==> src/rtl/wasm_pkg.sv <==
`default_nettype none
// ============================================================================
//  Module      : wasm_pkg
//  Description : Shared types and constants for the WebAssembly loader front
//                end: walker states, error codes, preamble bytes, section ids.
//  Revision    : 1.0  initial release
// ============================================================================
package wasm_pkg;

    // Walker state machine encoding.
    typedef enum logic [2:0] {
        ST_IDLE     = 3'd0,
        ST_PREAMBLE = 3'd1,
        ST_SEC_ID   = 3'd2,
        ST_SEC_SIZE = 3'd3,
        ST_EMIT     = 3'd4,
        ST_DONE     = 3'd5,
        ST_ERROR    = 3'd6
    } wasm_state_e;

    // Error codes reported on err_code.
    localparam logic [2:0] ERR_NONE         = 3'd0;
    localparam logic [2:0] ERR_BAD_MAGIC    = 3'd1;
    localparam logic [2:0] ERR_BAD_VERSION  = 3'd2;
    localparam logic [2:0] ERR_LEB_OVERFLOW = 3'd3;
    localparam logic [2:0] ERR_PAST_END     = 3'd4;
    localparam logic [2:0] ERR_TRUNCATED    = 3'd5;
    localparam logic [2:0] ERR_BAD_SEC_ID   = 3'd6;

    // Preamble, stored most-significant byte first = file order.
    localparam logic [31:0] WASM_MAGIC   = 32'h0061736d;
    localparam logic [31:0] WASM_VERSION = 32'h01000000;
    localparam int          PREAMBLE_LEN = 8;

    // Standard section ids.
    localparam logic [7:0] SEC_CUSTOM     = 8'd0;
    localparam logic [7:0] SEC_TYPE       = 8'd1;
    localparam logic [7:0] SEC_IMPORT     = 8'd2;
    localparam logic [7:0] SEC_FUNCTION   = 8'd3;
    localparam logic [7:0] SEC_TABLE      = 8'd4;
    localparam logic [7:0] SEC_MEMORY     = 8'd5;
    localparam logic [7:0] SEC_GLOBAL     = 8'd6;
    localparam logic [7:0] SEC_EXPORT     = 8'd7;
    localparam logic [7:0] SEC_START      = 8'd8;
    localparam logic [7:0] SEC_ELEMENT    = 8'd9;
    localparam logic [7:0] SEC_CODE       = 8'd10;
    localparam logic [7:0] SEC_DATA       = 8'd11;
    localparam logic [7:0] SEC_DATA_COUNT = 8'd12;

    // Expected preamble byte at file offset idx (0..7).
    function automatic logic [7:0] preamble_byte(input logic [2:0] idx);
        logic [63:0] seq;
        seq = {WASM_MAGIC, WASM_VERSION};
        seq = seq << {idx, 3'b000};
        return seq[63:56];
    endfunction

endpackage
`default_nettype wire

==> src/rtl/wasm_leb128_u32.sv <==
`default_nettype none
// ============================================================================
//  Module      : wasm_leb128_u32
//  Description : Byte-serial unsigned LEB128 (u32) decoder. The value, done
//                and overflow outputs already include the byte on i_byte
//                while i_strobe is high, so the caller can act in that cycle.
//  Revision    : 1.0  initial release
// ============================================================================
module wasm_leb128_u32 (
    input  logic        clk,
    input  logic        rst_n,
    input  logic        i_clear,
    input  logic        i_strobe,
    input  logic [7:0]  i_byte,
    output logic [31:0] o_value,
    output logic        o_done,
    output logic        o_overflow
);

    logic [31:0] r_acc;
    logic [2:0]  r_cnt;
    logic [4:0]  w_shamt;
    logic [31:0] w_shifted;
    logic        w_last;

    assign w_shamt   = 5'(r_cnt) * 5'd7;
    assign w_shifted = {25'd0, i_byte[6:0]} << w_shamt;
    assign w_last    = (r_cnt == 3'd4);

    // The fifth byte may carry only 4 payload bits and must terminate.
    assign o_overflow = i_strobe && w_last && (i_byte[7] || (|i_byte[6:4]));
    assign o_done     = i_strobe && !i_byte[7] && !o_overflow;
    assign o_value    = r_acc | (i_strobe ? w_shifted : 32'd0);

    // Accumulator and byte counter; count saturates at the fifth byte.
    always_ff @(posedge clk or negedge rst_n) begin
        if (!rst_n) begin
            r_acc <= '0;
            r_cnt <= '0;
        end else if (i_clear) begin
            r_acc <= '0;
            r_cnt <= '0;
        end else if (i_strobe) begin
            r_acc <= o_value;
            if (!w_last) begin
                r_cnt <= r_cnt + 3'd1;
            end
        end
    end

endmodule
`default_nettype wire

==> src/rtl/wasm_section_walker.sv <==
`default_nettype none
// ============================================================================
//  Module      : wasm_section_walker
//  Description : Validates the wasm preamble and walks the section headers,
//                emitting one (id, size, offset) descriptor per section.
//                Reads are pipelined one byte per cycle: the next byte is
//                requested in the same cycle the previous one is consumed,
//                but only when it is certain to be consumed.
//  Revision    : 1.0  initial release
// ============================================================================
module wasm_section_walker
    import wasm_pkg::*;
#(
    parameter int ADDR_W     = 12,
    parameter int MAX_SEC_ID = 12
) (
    input  logic              clk,
    input  logic              rst_n,
    input  logic              start,
    input  logic [ADDR_W:0]   module_len,
    output logic              mem_rd_en,
    output logic [ADDR_W-1:0] mem_addr,
    input  logic [7:0]        mem_rdata,
    output logic              sec_valid,
    input  logic              sec_ready,
    output logic [7:0]        sec_id,
    output logic [31:0]       sec_size,
    output logic [ADDR_W-1:0] sec_offset,
    output logic              busy,
    output logic              done,
    output logic              error,
    output logic [2:0]        err_code
);

    wasm_state_e       r_state, w_state_nx;
    logic [ADDR_W:0]   r_addr,  w_addr_nx;   // next byte address to request
    logic [ADDR_W:0]   r_len,   w_len_nx;
    logic              r_pend;               // mem_rdata holds the byte at r_addr-1
    logic [2:0]        r_err,   w_err_nx;
    logic [7:0]        r_id,    w_id_nx;
    logic [31:0]       r_size,  w_size_nx;
    logic [ADDR_W-1:0] r_offset, w_off_nx;

    logic              w_issue;
    logic              w_leb_clear;
    logic              w_leb_strobe;
    logic [31:0]       w_leb_value;
    logic              w_leb_done;
    logic              w_leb_ovf;
    logic [2:0]        w_pre_idx;
    logic [32:0]       w_next_hdr;
    logic [32:0]       w_len33;

    assign w_pre_idx  = r_addr[2:0] - 3'd1;
    assign w_len33    = {{(32-ADDR_W){1'b0}}, r_len};
    assign w_next_hdr = {{(32-ADDR_W){1'b0}}, r_addr} + {1'b0, w_leb_value};

    wasm_leb128_u32 u_leb (
        .clk        (clk),
        .rst_n      (rst_n),
        .i_clear    (w_leb_clear),
        .i_strobe   (w_leb_strobe),
        .i_byte     (mem_rdata),
        .o_value    (w_leb_value),
        .o_done     (w_leb_done),
        .o_overflow (w_leb_ovf)
    );

    // State and datapath registers.
    always_ff @(posedge clk or negedge rst_n) begin
        if (!rst_n) begin
            r_state  <= ST_IDLE;
            r_addr   <= '0;
            r_len    <= '0;
            r_pend   <= 1'b0;
            r_err    <= ERR_NONE;
            r_id     <= '0;
            r_size   <= '0;
            r_offset <= '0;
        end else begin
            r_state  <= w_state_nx;
            r_addr   <= w_addr_nx;
            r_len    <= w_len_nx;
            r_pend   <= w_issue;
            r_err    <= w_err_nx;
            r_id     <= w_id_nx;
            r_size   <= w_size_nx;
            r_offset <= w_off_nx;
        end
    end

    // Next-state, read issue and field capture decisions.
    always_comb begin
        w_state_nx   = r_state;
        w_addr_nx    = r_addr;
        w_len_nx     = r_len;
        w_err_nx     = r_err;
        w_id_nx      = r_id;
        w_size_nx    = r_size;
        w_off_nx     = r_offset;
        w_issue      = 1'b0;
        w_leb_clear  = 1'b0;
        w_leb_strobe = 1'b0;

        unique case (r_state)
            ST_IDLE, ST_DONE, ST_ERROR: begin
                if (start) begin
                    w_len_nx  = module_len;
                    w_err_nx  = ERR_NONE;
                    w_addr_nx = '0;
                    if (module_len < (ADDR_W+1)'(PREAMBLE_LEN)) begin
                        w_state_nx = ST_ERROR;
                        w_err_nx   = ERR_TRUNCATED;
                    end else begin
                        w_state_nx = ST_PREAMBLE;
                    end
                end
            end
            ST_PREAMBLE: begin
                if (!r_pend) begin
                    w_issue = 1'b1;                       // byte 0
                end else if (mem_rdata != preamble_byte(w_pre_idx)) begin
                    w_state_nx = ST_ERROR;
                    w_err_nx   = w_pre_idx[2] ? ERR_BAD_VERSION : ERR_BAD_MAGIC;
                end else if (w_pre_idx == 3'd7) begin
                    if (r_addr == r_len) begin
                        w_state_nx = ST_DONE;             // no sections
                    end else begin
                        w_issue    = 1'b1;                // first id byte
                        w_state_nx = ST_SEC_ID;
                    end
                end else begin
                    w_issue = 1'b1;
                end
            end
            ST_SEC_ID: begin
                if (!r_pend) begin
                    // Entered from EMIT: the header may end exactly at the tail.
                    if (r_addr == r_len) begin
                        w_state_nx = ST_DONE;
                    end else begin
                        w_issue = 1'b1;
                    end
                end else if (mem_rdata > 8'(MAX_SEC_ID)) begin
                    w_state_nx = ST_ERROR;
                    w_err_nx   = ERR_BAD_SEC_ID;
                end else if (r_addr == r_len) begin
                    w_state_nx = ST_ERROR;
                    w_err_nx   = ERR_TRUNCATED;
                end else begin
                    w_id_nx     = mem_rdata;
                    w_leb_clear = 1'b1;
                    w_issue     = 1'b1;
                    w_state_nx  = ST_SEC_SIZE;
                end
            end
            ST_SEC_SIZE: begin
                w_leb_strobe = r_pend;
                if (r_pend) begin
                    if (w_leb_ovf) begin
                        w_state_nx = ST_ERROR;
                        w_err_nx   = ERR_LEB_OVERFLOW;
                    end else if (w_leb_done) begin
                        if (w_next_hdr > w_len33) begin
                            w_state_nx = ST_ERROR;
                            w_err_nx   = ERR_PAST_END;
                        end else begin
                            w_size_nx  = w_leb_value;
                            w_off_nx   = r_addr[ADDR_W-1:0];
                            w_addr_nx  = w_next_hdr[ADDR_W:0];
                            w_state_nx = ST_EMIT;
                        end
                    end else if (r_addr == r_len) begin
                        w_state_nx = ST_ERROR;
                        w_err_nx   = ERR_TRUNCATED;
                    end else begin
                        w_issue = 1'b1;
                    end
                end
            end
            ST_EMIT: begin
                if (sec_ready) begin
                    w_state_nx = ST_SEC_ID;
                end
            end
            default: begin
                w_state_nx = ST_IDLE;
            end
        endcase

        if (w_issue) begin
            w_addr_nx = r_addr + 1'b1;
        end
    end

    assign mem_rd_en  = w_issue;
    assign mem_addr   = r_addr[ADDR_W-1:0];
    assign sec_valid  = (r_state == ST_EMIT);
    assign sec_id     = r_id;
    assign sec_size   = r_size;
    assign sec_offset = r_offset;
    assign busy       = (r_state == ST_PREAMBLE) || (r_state == ST_SEC_ID) ||
                        (r_state == ST_SEC_SIZE) || (r_state == ST_EMIT);
    assign done       = (r_state == ST_DONE);
    assign error      = (r_state == ST_ERROR);
    assign err_code   = r_err;

endmodule
`default_nettype wire

==> config.mk <==
export PLATFORM = sky130hd
export DESIGN_NAME = wasm_section_walker
export DESIGN_NICKNAME = d
export VERILOG_FILES = /design/src/rtl/wasm_pkg.sv /design/src/rtl/wasm_leb128_u32.sv /design/src/rtl/wasm_section_walker.sv
export SDC_FILE = /design/constraint.sdc
export NUM_CORES = 1
export LEC_CHECK = 0
export BUFFER_PORTS_ARGS = -buffer_cell sky130_fd_sc_hd__buf_2
export CORE_AREA = 3 3 122 124
export CTS_BUF_LIST = sky130_fd_sc_hd__clkbuf_4
export DETAILED_ROUTE_END_ITERATION = 6
export DIE_AREA = 0 0 125 127
export GPL_TIMING_DRIVEN = 0
export PLACE_DENSITY = 0.9
export SLEW_MARGIN = 20
export SYNTH_ARGS = -nofsm -noshare
export SYNTH_HDL_FRONTEND = slang
export SYNTH_HIERARCHICAL = 1
export SYNTH_SLANG_ARGS = --single-unit
==> constraint.sdc <==
create_clock -name clk -period 8.03 [get_ports clk]
set_input_delay 0.803 -clock clk [delete_from_list [all_inputs] [get_ports clk]]
set_output_delay 0.803 -clock clk [all_outputs]
set_load 0.03 [all_outputs]
# Yosys cells after proc, flatten, opt, wreduce, memory -nomap -nowiden
# Index checks and enable logic that the tools add are counted.
[totals] reg_bits=120 inputBits=25 out_inout_bits=72 word_cells=130
[op_classes] add_sub_neg=4 n_mul=1 magnitude_cmp=3 eq_ne=26 shift=2 mux=56 bitwise=5 reduce_logical=23
[ops] cell="$mux 32" count=3
[ops] cell="$mux 3" count=29
[ops] cell="$mux 13" count=6
[ops] cell="$shl 55x6->64 const A" count=1
[ops] cell="$add 13x32->33" count=1
[ops] cell="$gt 33x13->1" count=1
[ops] cell="$or 32x32->32" count=1
[ops] cell="$shl 7x5->32" count=1
[ops] cell="$pmux 13 s2" count=1
[ops] cell="$ne 3x3->1 const B" count=6
[ops] cell="$eq 3x3->1 const B" count=5
[ops] cell="$pmux 3 s5" count=1
[ops] cell="$reduce_and 7->1" count=2
[ops] cell="$add 13x1->13 const B" count=1
[ops] cell="$eq 13x13->1" count=1
[ops] cell="$lt 13x4->1 const B" count=1
[ops] cell="$mux 1" count=12
[ops] cell="$pmux 3 s4" count=1
[ops] cell="$ne 2x2->1 const B" count=5
[ops] cell="$gt 8x4->1 const B" count=1
[ops] cell="$ne 8x8->1" count=1
[ops] cell="$eq 3x2->1 const B" count=2
[ops] cell="$reduce_and 6->1" count=1
[ops] cell="$reduce_or 3->1" count=2
[ops] cell="21 further kinds" count=34

# Depth between registers and ports, before layout
[depth] ltp_word=12 mapped_depth=28 mapped_depth_nobuf=26

# Cells and area by module
# Netlist, hierarchy kept.
[modules_own_cells] mod="wasm_section_walker" n_inst=1 cells_each=651 area_each_um2=6053.3 seq_area_each_um2=2127.0
[modules_own_cells] mod="wasm_leb128_u32" n_inst=1 cells_each=213 area_each_um2=2194.6 seq_area_each_um2=875.8

# Worst setup path after synthesis
# No wires, ideal clock.
[synth_timing] path_kind="register -> register" start="register u_leb.r_cnt[0]" end="register r_offset[10], in the netlist sec_offset[10]" setup_time_ns=0.125 t_arrival_ns=6.407 t_required_ns=7.905 path_slack_ns=1.497 path_stages_with_launch=26 path_buffers=3 path_cell_list="dfrtp_1 > fa_1 > ha_1 > inv_1 > fa_1 > clkbuf_1 > nor2_1 > a222oi_1 > o21bai_1 > ha_1 > a21oi_1 > o21ai_0 > a41oi_4 > xnor2_1 > ha_1 > a21o_1 > a21o_1 > a21oi_1 > a21oi_1 > or4_4 > nor4b_4 > nand4_4 > or2_1 > buf_6 > buf_6 > mux2_4"
[synth_via] elab_chain_len=8
[synth_lines] element="start: declaration" line="wasm_leb128_u32.sv:21" text="logic [2:0] r_cnt;"
[synth_lines] element="start signal: assignment" line="wasm_leb128_u32.sv:46" text="r_cnt <= r_cnt + 3'd1;"
[synth_lines] element="$mul 3x3->5" line="wasm_leb128_u32.sv:26" text="assign w_shamt = 5'(r_cnt) * 5'd7;"
[synth_lines] element="$shl 7x5->32" line="wasm_leb128_u32.sv:27" text="assign w_shifted = {25'd0, i_byte[6:0]} << w_shamt;"
[synth_lines] element="$mux 32" line="wasm_leb128_u32.sv:33" text="assign o_value = r_acc | (i_strobe ? w_shifted : 32'd0);"
[synth_lines] element="$or 32x32->32" line="wasm_leb128_u32.sv:33"
[synth_lines] element="net w_leb_value[8]" line="wasm_section_walker.sv:47" text="logic [31:0] w_leb_value;"
[synth_lines] element="$add 13x32->33" line="wasm_section_walker.sv:56" text="assign w_next_hdr = {{(32-ADDR_W){1'b0}}, r_addr} + {1'b0, w_leb_value};"
[synth_lines] element="$gt 33x13->1" line="wasm_section_walker.sv:164" text="if (w_next_hdr > w_len33) begin"
[synth_lines] element="$not 1->1 (no source line)"
[synth_lines] element="$reduce_and 5->1 (no source line)"
[synth_lines] element="end signal: assignment" line="wasm_section_walker.sv:88" text="r_offset <= w_off_nx;"
[synth_lines] element="end: declaration" line="wasm_section_walker.sv:42" text="logic [ADDR_W-1:0] r_offset, w_off_nx;"
# The timed path passes the listed nets, and every way through them passes these cells.
# A chain may end at the register's enable or synchronous reset.

# Worst setup path in the final report
[layout_timing] start="register u_leb.r_cnt[0]" end="register r_size[8], in the netlist sec_size[8]"
[layout_via] elab_chain_len=8
[layout_lines] element="$mul 3x3->5" line="wasm_leb128_u32.sv:26"
[layout_lines] element="$shl 7x5->32" line="wasm_leb128_u32.sv:27"
[layout_lines] element="$mux 32" line="wasm_leb128_u32.sv:33"
[layout_lines] element="$or 32x32->32" line="wasm_leb128_u32.sv:33"
[layout_lines] element="net w_leb_value[2]" line="wasm_section_walker.sv:47"
[layout_lines] element="$add 13x32->33" line="wasm_section_walker.sv:56"
[layout_lines] element="$gt 33x13->1" line="wasm_section_walker.sv:164"
[layout_lines] element="$not 1->1 (no source line)"
[layout_lines] element="$reduce_and 5->1 (no source line)"
[layout_lines] element="end signal: assignment" line="wasm_section_walker.sv:87" text="r_size <= w_size_nx;"
[layout_lines] element="end: declaration" line="wasm_section_walker.sv:41" text="logic [31:0] r_size, w_size_nx;"
# The timed path passes the listed nets, and every way through them passes these cells.

==> key figures <==
Power
  – PnR Total Power: 0.003939 W
  – Combinational share of power: 64.7%
  – Internal power component: 0.001948 W
  – Relative contribution of sequential cells to total power: 23.0%
  – Leak pwr: 4.549 nW
  – Cell Pwr Density: 421.9 mW/mm^2
  – Clock group share of total power: 12.2%
  – Sw Pwr: 0.001991 W
  – Maximum ir drop on the vdd rail: 0.2057 mV
  – Fraction of power spent switching nets: 50.54%

Clocking
  – CTS sink count: 120
  – Deepest clock path buffer count: 2
  – Clock edge transition at the registers on the reported setup and hold paths: 120 ps
  – Clock tree from TritonCTS: done
  – Clock latency reported for the late side of the worst-skew pair: 570 ps
  – Max H-tree Level: 4
  – # hold bufs at CTS: 0
  – Buffer type at the clock tree root: sky130_fd_sc_hd__clkbuf_4
  – TritonCTS Buffers: 17

STA
  – RSZ-0062 raised after global routing: false
  – Period Utilization, post-route: 96.07%
  – Shortest clock period the worst path allows after layout: 7714 ps
  – Fin Clk Skew: 22.94 ps
  – Achievable frequency: 0.1296 GHz
  – Worst-Margin Slew: 794.1 ps
  – Pins over their slew limit: 0
  – Number of hold violations in the final report: 0
  – Relative max-transition margin: 47.06%
  – TNS Setup: 0 ps
  – # setup viols final: 0

Cells and area
  – Fin nets: 1,047
  – Design area: 0.009335 mm^2
  – Most frequent standard cell in the layout excluding fill and tap cells: sky130_fd_sc_hd__dfrtp_1
  – Synth-to-Final Area Change: 13.18%
  – Share of final-layout standard cells stronger than drive strength 1: 22.19%
  – Highest-count cells in the layout ignoring fill and taps: 120 x sky130_fd_sc_hd__dfrtp_1, 100 x sky130_fd_sc_hd__buf_2, 71 x sky130_fd_sc_hd__nand2_1
  – Post-route non-filler standard cell count: 1,177

Die
  – Height of the die: 127 um
  – Die Footprint: 0.01588 mm^2
  – X dimension of the die: 125 um
  – Initial cell density of the core: 59.42%
  – Number of standard-cell rows in the floorplan: 43
  – CORE AREA: 0.01388 mm^2
  – Number of primary I/O pins: 97

Synthesis
  – Number of flops mapped to enable cells by yosys: 0
  – Number of distinct library cell variants in the gate-level netlist after synthesis: 90
  – Gate count of the mapped netlist: 864
  – Post-Synthesis Mean Instance Area: 9.546 um^2
  – Post-synthesis cell area: 0.008248 mm^2
  – Main flop type after synthesis: sky130_fd_sc_hd__dfrtp_1
  – Ys async rst share: 100.0%
  – Mapped Nets: 928
  – Ys Warns: 6
  – Seq/Total Area, Yosys: 36.41%
  – Seq cells post-synth: 120

Route
  – Wl on met1: 9.635 mm
  – Detailed-route DRC error count: 0
  – Mean routed wirelength per cell: 18.88 um
  – Wire length on met3: 1.879 mm
  – Vias: 7,435
  – Routed length on met2: 10.17 mm
  – First DRT Iteration DRCs: 970
  – Wirelength, routed: 22.22 mm
  – First drt pass iteration count: 7
  – Number of nets with antenna violations after routing: 0
  – Highest routed layer: met4
  – Via count normalized by instance count: 6.317

Critical path
  – Cell mode on critical path: sky130_fd_sc_hd__ha_1
  – Stage delay of the slowest cell on the critical path: 600 ps
  – CP startpoint kind: flip-flop
  – CP endpoint kind: flip-flop
  – Arrival time reported for the critical path endpoint: 8160 ps
  – Worst setup path category: flip-flop to flip-flop
  – Critical path required time: 8480 ps
  – Slowest cell on crit path: sky130_fd_sc_hd__xor2_1
  – Worst-path maximum fanout: 10

Global route
  – Maximum number of pins on one net before global-route repair: 71
  – Global-route wire length before repair: 35.85 mm
  – Total grt overflow: 0
  – Overall fraction of global-route tracks in use: 27.53%
  – Number of global-route vias before repair: 7,079
  – Number of antenna violations at the first check in global routing: 1

Placement
  – Placed Cells: 1,141
  – Weighted congestion reported at the end of routability-driven placement: 0.9755
  – Instance area after placement: 0.008987 mm^2
  – IO buf count: 96
  – DP HPWL: 16.51 mm

Worst hold path
  – Path type of the worst min-delay path: input pin to asynchronous set/reset pin

Run status
  – Outcome: finished clean

Flow run
  – Number of max-cap violations: 0
## worst max-delay path: cells and delay by family (launching register included)
kind	cells	cell delay, ps
AND/OR/NAND/NOR	10	2840
adder cells (fa/ha/maj)	5	1750
AO/OA/AOI/OAI	4	980
XOR/XNOR	2	770
flip-flops	1	520
buffers and inverters	3	390
multiplexers	1	310
## cell families after synthesis
family	synth area share, %
AOI/OAI and AO/OA	20.16
adders and majority gates	6.189
and+or+nand+nor	19.30
buffers and inverters	4.718
DFF	36.41
xor gates and xnor gates	3.823
muxes	9.405
## power groups by stage
stage               Combinational (W)  Clock, W  Sequential [W]
floorplan                     0.00181         0        0.000883
global placement              0.00232         0        0.000908
detailed placement            0.00240         0        0.000915
CTS                           0.00242  0.000487        0.000903
global route                  0.00275  0.000512        0.000923
finish                        0.00255  0.000482        0.000908
## stage by stage
stage	hold WS (ps)	utilization [%]	setup WS, ps
finish	167.9	67.25	315.5
global route	173.0	67.25	44.99
CTS	171.9	67.03	240.9
detailed placement	454.6	64.75	304.4
global placement	447.5	64.50	397.3
floorplan	449.0	-	1497
## sequential cells by signal (all words and copies together) (netlist names)
| signal | count |
|---|---|
| u_leb/r_cnt | 3 |
| r_pend | 1 |
| r_state | 3 |
| sec_offset | 12 |
| u_leb/r_acc | 32 |
| r_addr | 13 |
| err_code | 3 |
| sec_size | 32 |
| r_len | 13 |
| sec_id | 8 |
## Yosys cell counts (all sizes together), types with 25 or more instances
master	number	share of area [%]
dfrtp	120	36
nand2	72	3.3
a21oi	50	3.2
nor2	50	2.3
mux2	46	7.2
and2	43	3.3
o21ai	39	2.4
ha	36	5.5
inv	33	1.5
buf	25	2.2
nand3	25	1.5
## area by class of cell
cell class                 count  area (um^2)
timing repair buffer         100        536.8
clock buffer                  17        127.6
multi-input combinational    664         4862
fill                        1106         4546
buffer                        47        265.3
antenna                        1        2.502
inverter                      33        123.9
sequential                   120         3003
clock inverter                15        188.9
tap                          180        225.2
## routing by layer
metal	track usage [%]	vias to the layer above
met5	0	-
met4	9.311	0
met3	5.518	50
met2	43.18	407
met1	38.54	3570
li1	-	3408
## worst paths after layout
kind / from / to / slack [ps] / cells after the start
worst max-delay path: u_leb/r_cnt[0] / sec_size[8] / 320 / 25
worst min-delay path: rst_n / u_leb/r_cnt[2] / 170 / 1
worst max register to register: u_leb/r_cnt[0] / sec_size[8] / 320 / 25
worst min register to register: sec_id[2] / sec_id[2] / 480 / 2
max in group asynchronous: rst_n / sec_size[21] / 7160 / 2
min in group clk: module_len[0] / r_len[0] / 460 / 2
## timing repair
item                       4_1_cts  5_1_grt
gates resized for setup          0        1
setup endpoints to repair        0       54
setup buffers                    0        3
(Power assumes the default switching activity.)
